[src/rtl/conv1d_pkg.sv]
// Shared constants for the conv1d requantisation path: widths, int8 range
// and the configuration loaded by reset.
package conv1d_pkg;

    localparam int BYTE_SIZE  = 8;
    localparam int INT32_SIZE = 32;
    localparam int LANES      = 4;

    localparam logic signed [INT32_SIZE-1:0] INT8_MIN = -128;
    localparam logic signed [INT32_SIZE-1:0] INT8_MAX = 127;

    localparam logic signed [INT32_SIZE-1:0] RST_BIAS    = 0;
    localparam logic signed [INT32_SIZE-1:0] RST_MULT    = 32'h4000_0000;
    localparam logic        [4:0]            RST_SHIFT   = 5'd0;
    localparam logic signed [INT32_SIZE-1:0] RST_OFFSET  = 0;
    localparam logic signed [INT32_SIZE-1:0] RST_ACT_MIN = INT8_MIN;
    localparam logic signed [INT32_SIZE-1:0] RST_ACT_MAX = INT8_MAX;

endpackage

[src/rtl/conv1d_srdhm.sv]
// Saturating rounding doubling high multiply: y = round(a * b / 2^(W-1)),
// with the single overflow case (MIN * MIN) saturated to MAX.
module conv1d_srdhm #(
    parameter int W = 32
) (
    input  logic [W-1:0] a,
    input  logic [W-1:0] b,
    output logic [W-1:0] y
);
    import conv1d_pkg::*;

    localparam logic signed [2*W-1:0] NUDGE_POS = (2*W)'(1) << (W - 2);
    localparam logic signed [2*W-1:0] NUDGE_NEG = (2*W)'(1) - NUDGE_POS;
    localparam logic [W-1:0] VAL_MIN = {1'b1, {(W-1){1'b0}}};
    localparam logic [W-1:0] VAL_MAX = {1'b0, {(W-1){1'b1}}};

    logic signed [2*W-1:0] a_ext, b_ext, prod, sum;
    logic [W-1:0] quot;
    logic         round_up;

    always_comb begin
        a_ext = {{W{a[W-1]}}, a};
        b_ext = {{W{b[W-1]}}, b};
        prod  = a_ext * b_ext;
        sum   = prod + (prod[2*W-1] ? NUDGE_NEG : NUDGE_POS);
        // Quotient truncates toward zero: a negative sum with a nonzero
        // remainder moves one step up from the floor produced by the slice.
        round_up = sum[2*W-1] && (sum[W-2:0] != '0);
        quot     = sum[2*W-2:W-1] + {{(W-1){1'b0}}, round_up};
        y        = ((a == VAL_MIN) && (b == VAL_MIN)) ? VAL_MAX : quot;
    end

endmodule

[src/rtl/conv1d_requant.sv]
// Four-stage requantiser (bias, high multiply, rounding shift, offset/clamp)
// packing int8 results into 32-bit words, lane 0 in the low byte.
module conv1d_requant #(
    parameter int BYTE_SIZE  = conv1d_pkg::BYTE_SIZE,
    parameter int INT32_SIZE = conv1d_pkg::INT32_SIZE
) (
    input  logic                  clk,
    input  logic                  reset,
    input  logic                  in_valid,
    output logic                  in_ready,
    input  logic [INT32_SIZE-1:0] in_acc,
    input  logic                  in_last,
    input  logic                  cfg_load,
    input  logic [INT32_SIZE-1:0] cfg_bias,
    input  logic [INT32_SIZE-1:0] cfg_mult,
    input  logic [4:0]            cfg_shift,
    input  logic [INT32_SIZE-1:0] cfg_offset,
    input  logic [INT32_SIZE-1:0] cfg_act_min,
    input  logic [INT32_SIZE-1:0] cfg_act_max,
    output logic                  out_valid,
    input  logic                  out_ready,
    output logic [INT32_SIZE-1:0] out_word,
    output logic                  out_last,
    output logic                  busy
);
    import conv1d_pkg::*;

    localparam int W  = INT32_SIZE;
    localparam int LW = $clog2(LANES);
    localparam logic [LW-1:0] LAST_LANE = LW'(LANES - 1);

    logic [W-1:0] bias, mult, offset, act_min, act_max;
    logic [4:0]   shift;

    logic                 s1_valid, s2_valid, s3_valid, s4_valid;
    logic                 s1_last, s2_last, s3_last, s4_last;
    logic [W-1:0]         s1_sum, s2_val, s3_val;
    logic [BYTE_SIZE-1:0] s4_byte;

    logic [W-1:0]         pack_word;
    logic [LW-1:0]        lane_cnt;

    logic stall, hs, cfg_take, write;
    logic [W-1:0] srdhm_y, one_sh, mask, rem, thr, div_y;
    logic signed [W:0] ofs_sum, lo, hi;
    logic [BYTE_SIZE-1:0] clamp_byte;

    // The pack register can only be overwritten once the presented word
    // leaves, so a waiting S4 element freezes the whole pipe.
    assign stall    = out_valid && !out_ready && s4_valid;
    assign in_ready = !stall;
    assign hs       = in_valid && in_ready;
    assign write    = s4_valid && !stall;
    assign busy     = s1_valid || s2_valid || s3_valid || s4_valid ||
                      (lane_cnt != '0) || out_valid;
    assign cfg_take = cfg_load && !busy && !in_valid;

    always_ff @(posedge clk) begin
        if (reset) begin
            bias    <= W'(RST_BIAS);
            mult    <= W'(RST_MULT);
            shift   <= RST_SHIFT;
            offset  <= W'(RST_OFFSET);
            act_min <= W'(RST_ACT_MIN);
            act_max <= W'(RST_ACT_MAX);
        end else if (cfg_take) begin
            bias    <= cfg_bias;
            mult    <= cfg_mult;
            shift   <= cfg_shift;
            offset  <= cfg_offset;
            act_min <= cfg_act_min;
            act_max <= cfg_act_max;
        end
    end

    conv1d_srdhm #(.W(W)) u_srdhm (
        .a (s1_sum),
        .b (mult),
        .y (srdhm_y)
    );

    always_comb begin
        one_sh = W'(1) << shift;
        mask   = one_sh - W'(1);
        rem    = s2_val & mask;
        thr    = (mask >> 1) + {{(W-1){1'b0}}, s2_val[W-1]};
        div_y  = W'($signed(s2_val) >>> shift) + {{(W-1){1'b0}}, (rem > thr)};
    end

    always_comb begin
        ofs_sum = $signed({s3_val[W-1], s3_val}) + $signed({offset[W-1], offset});
        lo      = $signed({act_min[W-1], act_min});
        hi      = $signed({act_max[W-1], act_max});
        if (ofs_sum < lo) begin
            clamp_byte = act_min[BYTE_SIZE-1:0];
        end else if (ofs_sum > hi) begin
            clamp_byte = act_max[BYTE_SIZE-1:0];
        end else begin
            clamp_byte = ofs_sum[BYTE_SIZE-1:0];
        end
    end

    always_ff @(posedge clk) begin
        if (reset) begin
            s1_valid <= 1'b0;
            s2_valid <= 1'b0;
            s3_valid <= 1'b0;
            s4_valid <= 1'b0;
            s1_last  <= 1'b0;
            s2_last  <= 1'b0;
            s3_last  <= 1'b0;
            s4_last  <= 1'b0;
            s1_sum   <= '0;
            s2_val   <= '0;
            s3_val   <= '0;
            s4_byte  <= '0;
        end else if (!stall) begin
            s1_valid <= hs;
            s1_last  <= in_last;
            s1_sum   <= in_acc + bias;
            s2_valid <= s1_valid;
            s2_last  <= s1_last;
            s2_val   <= srdhm_y;
            s3_valid <= s2_valid;
            s3_last  <= s2_last;
            s3_val   <= div_y;
            s4_valid <= s3_valid;
            s4_last  <= s3_last;
            s4_byte  <= clamp_byte;
        end
    end

    always_ff @(posedge clk) begin
        if (reset) begin
            pack_word <= '0;
            lane_cnt  <= '0;
            out_valid <= 1'b0;
            out_last  <= 1'b0;
        end else begin
            if (out_valid && out_ready) begin
                out_valid <= 1'b0;
            end
            if (write) begin
                // Lane 0 starts a fresh word, clearing lanes a short row never reaches.
                if (lane_cnt == '0) begin
                    pack_word <= {{(W-BYTE_SIZE){1'b0}}, s4_byte};
                end else begin
                    pack_word[lane_cnt*BYTE_SIZE +: BYTE_SIZE] <= s4_byte;
                end
                if ((lane_cnt == LAST_LANE) || s4_last) begin
                    out_valid <= 1'b1;
                    out_last  <= s4_last;
                    lane_cnt  <= '0;
                end else begin
                    lane_cnt  <= lane_cnt + LW'(1);
                end
            end
        end
    end

    assign out_word = pack_word;

endmodule

[config.mk]
export PLATFORM = sky130hd
export DESIGN_NAME = conv1d_requant
export DESIGN_NICKNAME = d
export VERILOG_FILES = /design/src/rtl/conv1d_pkg.sv /design/src/rtl/conv1d_srdhm.sv /design/src/rtl/conv1d_requant.sv
export SDC_FILE = /design/constraint.sdc
export NUM_CORES = 2
export LEC_CHECK = 0
export BUFFER_PORTS_ARGS = -buffer_cell sky130_fd_sc_hd__buf_2
export CAP_MARGIN = 20
export CORE_MARGIN = 5
export CORE_UTILIZATION = 30
export DETAILED_ROUTE_END_ITERATION = 8
export PLACE_DENSITY_LB_ADDON = 0.2
export SLEW_MARGIN = 0
export SYNTH_ARGS = -nofsm -noshare
export SYNTH_HDL_FRONTEND = slang
export SYNTH_SLANG_ARGS = --single-unit
[constraint.sdc]
create_clock -name clk -period 35.4 [get_ports clk]
set_clock_uncertainty 0.15 [all_clocks]
set_input_delay 1.77 -clock clk [delete_from_list [all_inputs] [get_ports clk]]
set_output_delay 1.77 -clock clk [all_outputs]
set_load 0.01 [all_outputs]
# Word level (Yosys, flattened, before mapping)
# Cells that the tools add are included.
[word_totals]
in_bits = 203
output_inout_bits = 36
regBits = 313
wordCells = 76
[classes]
order_cmp = 3
n_mul = 1
n_reduce_logical = 23
n_eq_ne = 3
shift = 4
bitwise = 1
n_addsub = 9
muxes = 10
[op_table]
columns = ["operator", "count"]
rows = [
  ["$add A32 B1 Y32", 2],
  ["$add A64 B64 Y64", 1],
  ["$eq A32 B32 Y1 const B", 2],
  ["$mul A32 B32 Y64", 1],
  ["$mux W32", 2],
  ["$mux W64", 1],
  ["$neg A5 Y34", 1],
  ["$shift A8 B34 Y32 const A", 1],
  ["$shiftx A8 B34 Y32", 1],
  ["$add A32 B32 Y33", 1],
  ["$gt A33 B32 Y1", 1],
  ["$lt A33 B32 Y1", 1],
  ["$add A31 B1 Y32", 1],
  ["$add A32 B32 Y32", 1],
  ["$and A32 B32 Y32", 1],
  ["$bwmux W32", 1],
  ["$gt A32 B32 Y1", 1],
  ["$shl A1 B5 Y32 const A", 1],
  ["$sshr A32 B5 Y32", 1],
  ["$sub A32 B1 Y32 const B", 1],
  ["$reduce_bool A31 Y1", 1],
  ["$mux W8", 2],
  ["$logic_and A1 B1 Y1", 9],
  ["$logic_or A1 B1 Y1", 6],
  ["8 further kinds", 13],
]

# Depth between registers and ports, before layout
[depth]
word_depth = 8
mapped_depth = 56
depth_no_buf = 55

# Modules after synthesis
# From an unflattened synthesis, not the netlist that was laid out.
[hier_totals]
hier_cells = 7373
hier_area_um2 = 62015.7
[by_module_without_submodules]
columns = ["mod", "cells_per_inst", "seq_area_each_um2", "n_inst", "area_per_inst_um2"]
rows = [
  ["conv1d_srdhm", 4731, 0.0, 1, 41343.4],
  ["conv1d_requant", 2642, 6266.0, 1, 20672.3],
]

# Worst setup path before layout
# Ideal clock, no wire load.
[synth_timing]
kind = "register to register"
from = "reg mult[5]"
to = "reg s2_val[30]"
path_stages_with_launch = 54
setup_slack_ps = 21684
n_path_buf = 6
arrival_ps = 13447
setup_ps = 119
cell_sequence = "dfxtp_1 clkbuf_1 clkbuf_1 nand2_1 inv_1 fa_1 inv_1 fa_1 inv_1 fa_1 fa_1 inv_1 fa_1 inv_1 fa_1 inv_1 fa_1 inv_1 [... 18 more ...] and3b_4 o21ai_4 nand4_1 a2111oi_2 nor3_1 o21bai_1 a21o_1 a21oi_1 a21oi_1 ha_1 ha_1 inv_1 nor4_1 nand2_1 nor4_4 nand4_1 xnor2_1 o221a_2"
[synth_between]
elab_chain_len = 7
[synth_lines]
columns = ["item", "line_no", "text"]
rows = [
  ["from (decl)", "conv1d_requant.sv:32", "logic [W-1:0] bias, mult, offset, act_min, act_max;"],
  ["from (signal assigned)", "conv1d_requant.sv:61", "mult <= W'(RST_MULT);"],
  ["from (signal assigned)", "conv1d_requant.sv:68", "mult <= cfg_mult;"],
  ["$mul A32 B32 Y64", "conv1d_srdhm.sv:24", "prod = a_ext * b_ext;"],
  ["$mux W64", "conv1d_srdhm.sv:25", "sum = prod + (prod[2*W-1] ? NUDGE_NEG : NUDGE_POS);"],
  ["$add A64 B64 Y64", "conv1d_srdhm.sv:25", ""],
  ["$reduce_bool A31 Y1", "conv1d_srdhm.sv:28", "round_up = sum[2*W-1] && (sum[W-2:0] != '0);"],
  ["$logic_and A1 B1 Y1", "conv1d_srdhm.sv:28", ""],
  ["$add A32 B1 Y32", "conv1d_srdhm.sv:29", "quot = sum[2*W-2:W-1] + {{(W-1){1'b0}}, round_up};"],
  ["$mux W32 *", "conv1d_srdhm.sv:30", "y = ((a == VAL_MIN) && (b == VAL_MIN)) ? VAL_MAX : quot;"],
  ["to (signal assigned)", "conv1d_requant.sv:123", "s2_val <= srdhm_y;"],
  ["to (decl)", "conv1d_requant.sv:37", "logic [W-1:0] s1_sum, s2_val, s3_val;"],
]
# Mark *: on every way between the ends. The rest lies on a longest branch, timed or not.
# A chain may end at the register's enable or synchronous reset.

# Worst setup path after layout
[layout_timing]
from = "reg s1_sum[31]"
to = "reg s2_val[30]"
[layout_between]
elab_chain_len = 7
[layout_lines]
columns = ["item", "line_no", "text"]
rows = [
  ["from (decl)", "conv1d_requant.sv:37", ""],
  ["from (signal assigned)", "conv1d_requant.sv:120", "s1_sum <= in_acc + bias;"],
  ["$mul A32 B32 Y64", "conv1d_srdhm.sv:24", ""],
  ["$mux W64", "conv1d_srdhm.sv:25", ""],
  ["$add A64 B64 Y64", "conv1d_srdhm.sv:25", ""],
  ["$reduce_bool A31 Y1", "conv1d_srdhm.sv:28", ""],
  ["$logic_and A1 B1 Y1", "conv1d_srdhm.sv:28", ""],
  ["$add A32 B1 Y32", "conv1d_srdhm.sv:29", ""],
  ["$mux W32 *", "conv1d_srdhm.sv:30", ""],
]
# Marks and branches as above.

==> flow_metrics.py <==
metrics = {
    "timing": {
        "hold_viol_final": 0,
        "timing.hold.ws_ns": 0.3009,
        "max_freq_ghz": 0.06629,
        "rsz0062_at_grt": "no",
        "relSlewSlack_pct": 23.11,
        "period_minus_slack_ns": 15.09,
        "finalSetupViolations": 0,
        "setup-tns-final_ns": 0,
        "tightest_slew_ns": 1.153,
        "period_share_pct": 42.61,
        "maxSlewViolCount": 0,
    },
    "clocking": {
        "cts_resized": 0,
        "post_cts_buffers": 0,
        "cts_tree": "done",
        "cts.sinks": 313,
        "clockRootBuffer": "clkbuf_16",
        "clk_pin_slew_worst_paths_ns": 0.07,
        "cts_buffer_depth": 3,
        "cts.hold.buffers_added": 0,
        "cts_max_level": 2,
        "cts_buffers": 41,
        "clock_latency_ns": 0.60,
    },
    "detailed_routing": {
        "viasPerCell": 4.931,
        "drt-pass1-iter-count": 6,
        "final_antenna_net_count": 0,
        "wl_met2_mm": 93.82,
        "drt_iter0_markers": 2826,
        "wl_met1_mm": 83.69,
        "wl_per_cell_um": 19.41,
        "route.met3.wl_mm": 7.505,
        "num_vias": 48530,
        "drc": 0,
        "wl_mm": 191.0,
        "top_layer_used": "met5",
    },
    "hold_path": {
        "hp-class": "flip-flop to flip-flop",
        "hold_path.startpoint": "s1_sum[17]",
        "worst_hold_path.num_cells": 2,
        "worstHoldEndpoint": "s1_sum[17]",
    },
    "synthesis": {
        "ys_top_cells_by_count": "1243 x nand2_1, 1171 x inv_1, 1084 x fa_1",
        "ys_warn_count": 0,
        "syn_area_mm2": 0.05992,
        "syn_nets": 8842,
        "synth_top_cell_by_area": "fa_1",
        "synth_edf_count": 0,
        "synth.avg_cell_area_um2": 8.350,
        "synthFlopType": "dfxtp_1",
        "ys_ff_latch": 313,
        "synth_area_leaders": "fa_1 36%, dfxtp_1 10%, ha_1 7.9%",
        "yosysSeqAreaShare_pct": 10.46,
        "synth.most_common_cell": "nand2_1",
        "synth_cells": 7176,
        "synth_top_area_share_pct": 36.22,
        "synth_cell_types": 111,
        "async_reset_ff_share_pct": 0,
    },
    "floorplanning": {
        "rows": 164,
        "initial_core_util_pct": 30.07,
        "die_y_um": 456.9,
        "die_w_um": 456.9,
        "die_area_mm2": 0.2088,
        "num_io_pins": 239,
        "coreArea_mm2": 0.1992,
    },
    "pwr": {
        "peakVddDrop_mv": 0.1047,
        "power_density_mw_per_mm2": 63.46,
        "power_leakage_nw": 29.86,
    },
    "grt": {
        "grt_pass1_wl_mm": 301.9,
        "grt_max_degree": 109,
        "antenna_found_initial": 10,
        "grt_pass1_vias": 51190,
        "gr-total-overflow": 0,
        "grtUsageTotal_pct": 18.10,
    },
    "cells_and_area": {
        "nets": 8817,
        "drive_gt1_share_pct": 7.366,
        "area_delta_synth_final_pct": 8.701,
        "fill_cells": 21170,
        "multi_input_area_mm2": 0.04774,
        "seqCellArea_mm2": 0.006281,
    },
    "flow_run": {
        "drv_cap": 0,
    },
    "critical_path": {
        "path_class": "flip-flop to flip-flop",
        "slowest_delay_ns": 0.89,
        "reg2reg_depth": 49,
        "end_kind": "flip-flop",
        "critical-path-slowest-cell": "fa_1",
        "required_ns": 35.75,
        "startpoint_type": "flip-flop",
        "worstPathMaxFanout": 52,
        "rr_startpoint": "s1_sum[31]",
        "reg2reg_slack_ns": 20.31,
        "reg2reg_to": "s2_val[30]",
        "worstPathArrival_ns": 15.43,
    },
    "place": {
        "port_buffers": 238,
        "place_hpwl_mm": 148.7,
        "place_congestion": 0.8572,
    },
    "status": {
        "status": "complete, no violations",
    },
}
state kept, by name, indices dropped and copies added (netlist names), 2 cells and up:
name,count
s1_sum,32
s4_byte,8
shift,5
act_min,32
s3_val,32
s2_val,32
act_max,32
bias,32
lane_cnt,2
out_word,32
mult,32
offset,32
per-stage QoR:
step / utilization, % / power (W) / worst slack (ns) / area, um^2 / std cells
2_1_floorplan: - / 0.002823 / 21.68 / 59920 / 7176
3_3_place_gp: 31.93 / 0.003649 / 20.68 / 63610 / 9762
3_5_place_dp: 31.93 / 0.003663 / 20.42 / 63620 / 9763
4_1_cts: 32.68 / 0.004173 / 20.32 / 65110 / 9837
5_1_grt: 32.69 / 0.004506 / 19.17 / 65130 / 9838
6_report: 32.69 / 0.004133 / 20.31 / 65140 / 9841
kinds of logic (layout without fill, tap and decap cells):
family	Yosys count	after routing	share of synthesized area [%]
xor gates and xnor gates	201	201	2.961
and+or+nand+nor	2463	2463	19.45
DFF	313	313	10.46
muxes	79	79	1.735
other	2	5	0.01253
buffers and inverters	1571	1577	9.902
AOI/OAI and AO/OA	1084	1084	11.35
adders and majority gates	1463	1463	44.13
worst max-delay path by stage:
stage	slack [ns]	endpoint	startpoint	depth (start not counted)
6_report	20.31	s2_val[30]	s1_sum[31]	49
5_1_grt	19.17	s2_val[30]	s1_sum[31]	49
4_1_cts	20.32	s2_val[30]	s1_sum[31]	49
3_5_place_dp	20.42	s2_val[30]	s1_sum[31]	49
3_3_place_gp	20.68	s2_val[30]	s1_sum[31]	49
2_1_floorplan	21.68	s2_val[30]	mult[5]	53
critical path, delay by kind of cell (launching register included):
family / cells / cell delay [ns]
fa+ha+maj: 12 / 5.88
flops: 1 / 0.30
xor+xnor: 1 / 0.17
compound gates: 11 / 2.38
buf+inv: 11 / 2.20
simple gates: 14 / 3.84
power by group:
| group | internal (W) | switching [W] |
|---|---|---|
| registers | 0.000405 | 0.0000518 |
| logic | 0.00125 | 0.00196 |
| clock network | 0.000285 | 0.000187 |
| total | 0.00194 | 0.00220 |
per-layer routing:
layer	vias to the layer above	GRT usage (%)
li1	22560	-
met5	-	0
met4	8	4.781
met2	1129	31.75
met1	24600	23.84
met3	236	1.736
layout make-up:
cell class                 instances  area share [%]
antenna                            3         0.01153
clock buffer                      53           1.721
multi-input combinational       5292           73.29
clock inverter                    21          0.5763
tap                             2656           5.102
timing repair buffer             326           2.866
sequential                       313           9.643
inverter                        1177           6.787
placed cells by master (no fill, tap or decap), drive strengths merged, types with 53 or more instances in the layout:
cell type	instances
clkbuf	53
and2	427
nor2b	53
nand2	1243
nand3	119
xnor2	153
o21ai	209
fa	1084
buf	326
o211ai	56
ha	379
a21o	68
nor3	82
dfxtp	313
inv	1175
nor2	256
a21oi	447
No activity file was read; power rests on OpenSTA's default activity.
